==> src/rtl/pipe_ctrl_pkg.sv <==
// Shared types and constants for the pipeline hazard controller.
// Optional feature macro used by the top: PIPE_CTRL_PERF_CNT_EN.
package pipe_ctrl_pkg;

  typedef enum logic [1:0] {RUN, LOAD_STALL, MEM_WAIT} hz_state_t;

  localparam logic [4:0] XZR              = 5'd31;
  localparam int         MAX_WAIT_DEFAULT = 12;

endpackage

==> src/rtl/pipeline_hazard_ctrl_mem_wait_timer.sv <==
// Saturating wait-state counter with clear/increment and a sticky timeout flag.
module mem_wait_timer #(
  parameter int WAIT_CNT_W = 4,
  parameter int MAX_WAIT   = 12
) (
  input  logic clk,
  input  logic rst,
  input  logic clr,
  input  logic inc,
  output logic err
);

  localparam logic [WAIT_CNT_W-1:0] MAX_CNT = WAIT_CNT_W'(MAX_WAIT);

  logic [WAIT_CNT_W-1:0] cnt_q, cnt_d;
  logic                  err_q, err_d;

  always_comb begin
    cnt_d = cnt_q;
    if (clr) begin
      cnt_d = '0;
    end else if (inc && (cnt_q != MAX_CNT)) begin
      cnt_d = cnt_q + 1'b1;
    end
    // The flag latches on the same edge the counter lands on MAX_WAIT.
    err_d = err_q | (cnt_d == MAX_CNT);
  end

  always_ff @(posedge clk) begin
    if (!rst) begin
      cnt_q <= '0;
      err_q <= 1'b0;
    end else begin
      cnt_q <= cnt_d;
      err_q <= err_d;
    end
  end

  assign err = err_q;

endmodule

==> src/rtl/pipeline_hazard_ctrl.sv <==
// Stall/flush sequencer for the 5-stage pipeline (load-use, branch squash, memory wait).
// Define PIPE_CTRL_PERF_CNT_EN to add the stall_cycles / flush_events counters.
module pipeline_hazard_ctrl
  import pipe_ctrl_pkg::*;
#(
  parameter int REG_W      = 5,
  parameter int WAIT_CNT_W = 4,
  parameter int MAX_WAIT   = MAX_WAIT_DEFAULT
) (
  input  logic             clk,
  input  logic             rst,
  input  logic [REG_W-1:0] id_rn,
  input  logic [REG_W-1:0] id_rm,
  input  logic             id_uses_rn,
  input  logic             id_uses_rm,
  input  logic [REG_W-1:0] ex_rd,
  input  logic             ex_mem_read,
  input  logic             ex_branch_taken,
  input  logic             mem_req,
  input  logic             mem_ready,
  output logic             pc_en,
  output logic             if_id_en,
  output logic             id_ex_en,
  output logic             ex_mem_en,
  output logic             mem_wb_en,
  output logic             if_id_flush,
  output logic             id_ex_flush,
  output logic             mem_wb_flush,
`ifdef PIPE_CTRL_PERF_CNT_EN
  output logic [31:0]      stall_cycles,
  output logic [31:0]      flush_events,
`endif
  output logic             mem_err
);

  localparam logic [REG_W-1:0] ZERO_REG = REG_W'(XZR);

  hz_state_t state_q, state_d;
  logic      load_use;
  logic      mem_stall;

  // A load-use seen in the bubble cycle is the same load, so it is masked there.
  assign load_use = ex_mem_read && (ex_rd != ZERO_REG) && (state_q != LOAD_STALL) &&
                    ((id_uses_rn && (id_rn == ex_rd)) || (id_uses_rm && (id_rm == ex_rd)));
  assign mem_stall = mem_req && !mem_ready;

  always_ff @(posedge clk) begin
    if (!rst) begin
      state_q <= RUN;
    end else begin
      state_q <= state_d;
    end
  end

  always_comb begin
    state_d = RUN;
    if (mem_stall) begin
      state_d = MEM_WAIT;
    end else if (!ex_branch_taken && load_use) begin
      state_d = LOAD_STALL;
    end
  end

  always_comb begin
    pc_en        = 1'b1;
    if_id_en     = 1'b1;
    id_ex_en     = 1'b1;
    ex_mem_en    = 1'b1;
    mem_wb_en    = 1'b1;
    if_id_flush  = 1'b0;
    id_ex_flush  = 1'b0;
    mem_wb_flush = 1'b0;
    if (!rst) begin
      pc_en        = 1'b0;
      if_id_en     = 1'b0;
      id_ex_en     = 1'b0;
      ex_mem_en    = 1'b0;
      mem_wb_en    = 1'b0;
      if_id_flush  = 1'b1;
      id_ex_flush  = 1'b1;
      mem_wb_flush = 1'b1;
    end else if (mem_stall) begin
      pc_en        = 1'b0;
      if_id_en     = 1'b0;
      id_ex_en     = 1'b0;
      ex_mem_en    = 1'b0;
      mem_wb_flush = 1'b1;
    end else if (ex_branch_taken) begin
      if_id_flush  = 1'b1;
      id_ex_flush  = 1'b1;
    end else if (load_use) begin
      pc_en        = 1'b0;
      if_id_en     = 1'b0;
      id_ex_flush  = 1'b1;
    end
  end

  mem_wait_timer #(
    .WAIT_CNT_W (WAIT_CNT_W),
    .MAX_WAIT   (MAX_WAIT)
  ) u_timer (
    .clk (clk),
    .rst (rst),
    .clr (!mem_stall),
    .inc (mem_stall),
    .err (mem_err)
  );

`ifdef PIPE_CTRL_PERF_CNT_EN
  logic [31:0] stall_cycles_q, stall_cycles_d;
  logic [31:0] flush_events_q, flush_events_d;

  always_comb begin
    stall_cycles_d = stall_cycles_q;
    flush_events_d = flush_events_q;
    if (!pc_en && (stall_cycles_q != '1)) begin
      stall_cycles_d = stall_cycles_q + 32'd1;
    end
    if (!mem_stall && ex_branch_taken && (flush_events_q != '1)) begin
      flush_events_d = flush_events_q + 32'd1;
    end
  end

  always_ff @(posedge clk) begin
    if (!rst) begin
      stall_cycles_q <= '0;
      flush_events_q <= '0;
    end else begin
      stall_cycles_q <= stall_cycles_d;
      flush_events_q <= flush_events_d;
    end
  end

  assign stall_cycles = stall_cycles_q;
  assign flush_events = flush_events_q;
`endif

endmodule

==> config.mk <==
export PLATFORM = sky130hd
export DESIGN_NAME = pipeline_hazard_ctrl
export DESIGN_NICKNAME = d
export VERILOG_FILES = /design/src/rtl/pipe_ctrl_pkg.sv /design/src/rtl/pipeline_hazard_ctrl_mem_wait_timer.sv /design/src/rtl/pipeline_hazard_ctrl.sv
export SDC_FILE = /design/constraint.sdc
export NUM_CORES = 1
export LEC_CHECK = 0
export BUFFER_PORTS_ARGS = -buffer_cell sky130_fd_sc_hd__buf_2
export CAP_MARGIN = 20
export CORE_UTILIZATION = 30
export DETAILED_ROUTE_END_ITERATION = 16
export SETUP_SLACK_MARGIN = 0.15
export SLEW_MARGIN = 10
export SYNTH_ARGS = -nofsm -noshare
export SYNTH_HDL_FRONTEND = slang
export SYNTH_HIERARCHICAL = 1
export SYNTH_SLANG_ARGS = --single-unit
==> constraint.sdc <==
create_clock -name clk -period 1.47 [get_ports clk]
set_clock_uncertainty 0.05 [all_clocks]
set_input_delay 0.0735 -clock clk [delete_from_list [all_inputs] [get_ports clk]]
set_output_delay 0.0735 -clock clk [all_outputs]
set_load 0.02 [all_outputs]
==> run summary <==
Rows = 14
PD cells = 589.4 nW/µm²
CP required = 1.35 ns
number of global-route vias before repair = 543
utilization after layout = 57.61%
DRC errors left = 0
CTS tree = done
Synth Register Bits = 7
clock buffer count from CTS = 3
most frequent CP cell = buf_6
Fin. Hold Viols = 0
die height = 44.30 µm
max_cap viols = 0
Slowest-stage cell, CP = o31a_1
clk slew on worst S/H paths = 0.05 ns
Clock Latency Late Sink = 0.26 ns
fraction of layout cells with a size suffix above 1 = 55.14%
HPWL Detailed = 974.3 µm
Period Utilization, post-route = 96.77%
CORE AREA = 1594 µm²
Peak Freq = 703.0 MHz
Hold Path Depth = 3
CTS Root Buffer Type = clkbuf_4
register-to-register setup slack = 0.18 ns
endpoint class of the critical path = primary output
crit path max fanout = 3
grt total ovfl = 0
largest net degree at the start of global routing = 9
Antenna Diode Count = 0
WL per Instance = 10.76 µm
DP Area = 714.4 µm²
Final setup viols = 0
Syn. warnings = 6
register area share after synthesis = 26.11%
initial antenna violation count = 0
HP Class = in -> reg
largest stage delay on the critical path = 0.34 ns
Die ar. = 1962 µm²
I/O Buffers = 31
first-pass GRT wire length = 2152 µm
Clock Sinks = 7
Slew headroom = 79.05%
GP Congestion = 0.7485
Non-Filler Instances = 131
crit path time final = 1.423 ns
R2R Path Start = u_timer/cnt_q[0]
remaining antenna violation count = 0
worst-margin pin slew = 0.3129 ns
total chip power = 0.5413 mW
DR iter-0 viols = 5
status = finished clean
Total Wirelength = 1410 µm
crit path launch type = primary input
RSZ-0062 raised after global routing = true
vias = 593
Pins Over Slew Limit = 0
maximum clock insertion buffer count = 2
leakage power = 0.4019 nW
starting density of the core = 33.67%
Yosys cell types = 26
worst hold slack = 0.07853 ns
Area growth syn-to-layout = 71.10%
FF-to-FF path depth = 6
average size of a mapped cell = 8.387 µm²
dpl cells = 118
WS Path Type = in -> out
GRT Total Usage = 15.43%
Die W = 44.30 µm
peak supply drop = 0.3762 mV
crit-path cells = buf_6, xor2_2, nor4_2, a32oi_2, o31a_1, buf_6
final net count = 133
Pre-antenna DRT Iters = 4
final instance area = 918.4 µm²
hold_sp = rst
IO Pins = 32
Crit path arrival time = 1.30 ns
Synth Net Count = 89
H-Tree Depth = 1
Hold Path Sink = u_timer/err
reg2reg end = u_timer/err
Synth Instances = 64
post-synthesis cell area = 536.8 µm²
via/cell ratio = 4.527
final cells by class:
type                    instances  area, µm²
flip-flops and latches          7      142.6
well taps                      24      30.03
repair buffers                 42      287.8
fillers                       158      675.6
clock buffers                   4      26.28
inverters                       5      18.77
multi-input cells              49      412.9
worst max path at each step:
stage | start | slack, ns | cells after the start | end
final | ex_rd[2] | 0.05 | 6 | if_id_en
after global routing | id_rm[0] | -0.04 | 6 | if_id_en
after CTS | id_rm[0] | 0.06 | 6 | if_id_en
after detailed placement | ex_rd[2] | 0.02 | 6 | if_id_en
after global placement | ex_rd[2] | 0.02 | 6 | pc_en
after floorplan | ex_rd[2] | 0.14 | 5 | pc_en
flip-flops by register name, summed over array words and instances, names as in the netlist:
register / cells
state_q: 2
u_timer/err: 1
u_timer/cnt_q: 4
Yosys cell counts:
master	number	share of area, %
o31a_1	1	1.6
a41o_1	1	1.9
inv_1	5	3.5
o211ai_1	1	1.4
dfxtp_1	7	26
nand2_1	8	5.6
xor2_1	8	13
buf_4	3	4.2
nor4_1	2	2.3
nor2_1	2	1.4
xnor2_1	3	4.9
a21oi_1	2	1.9
ha_1	2	4.7
o311ai_2	1	3.0
a211oi_2	1	2.3
a32oi_1	1	1.6
o21ai_1	1	0.93
nor4_2	1	2.3
a31oi_1	1	1.2
nand2b_1	5	5.8
mux2i_1	1	1.9
and2_1	1	1.2
nand3_1	3	2.8
nand4_1	1	1.2
and3_4	1	2.1
and2_0	1	1.2
placed cells by master, fill, tap and decap left out, drive strengths merged:
master / count
buf: 41
xor2: 8
o211ai: 1
a211oi: 1
inv: 5
mux2i: 1
nand2b: 5
nor2: 2
and2: 2
nand3: 3
o31a: 1
a31oi: 1
ha: 2
a41o: 1
o311ai: 1
nor4: 3
a21oi: 2
a32oi: 1
and3: 1
dlygate4sd3: 1
nand2: 8
nand4: 1
xnor2: 3
o21ai: 1
dfxtp: 7
clkbuf: 4
kinds of logic after synthesis:
kind of cell    Yosys count  share of synthesized area, %
mux                       1                         1.865
compound gates           10                         15.85
fa+ha+maj                 2                         4.661
flops                     7                         26.11
buf+inv                   8                         7.692
simple gates             25                         25.88
xor+xnor                 11                         17.95
critical path: cells and delay by family:
kind                      cells  cell delay [ns]
and+or+nand+nor               1             0.29
AOI/OAI and AO/OA             2             0.52
buffers and inverters         2             0.24
xor gates and xnor gates      1             0.17
layer usage:
metal  vias up  track usage, %  wire (µm)
met4         0           9.091         25
li1        304               -          -
met1       263           16.71        579
met2        20           26.76        724
met3         6           4.082         81
met5         -               0          0
power by group:
group	switching [mW]	internal, mW	total [mW]	leakage, nW
logic	0.0819	0.0855	0.167	0.329
clock network	0.0774	0.104	0.181	0.0150
registers	0.000664	0.192	0.192	0.0576
total	0.160	0.381	0.541	0.402
per-stage QoR:
stage | TNS (ns) | setup WS (ns)
3_3_place_gp | 0 | 0.01707
6_report | 0 | 0.04744
2_1_floorplan | 0 | 0.1378
4_1_cts | 0 | 0.05513
5_1_grt | -0.08338 | -0.04200
3_5_place_dp | 0 | 0.01725
repair_timing:
| action | CTS | global route |
|---|---|---|
| endpoints found under the setup margin | 4 | 5 |
| pin swaps | 9 | 4 |
| resized for setup | 18 | 9 |
| endpoints found under the hold margin | 1 | 0 |
| setup buffers | 7 | 1 |
| hold buffers | 1 | 0 |
(Power assumes the default switching activity.)
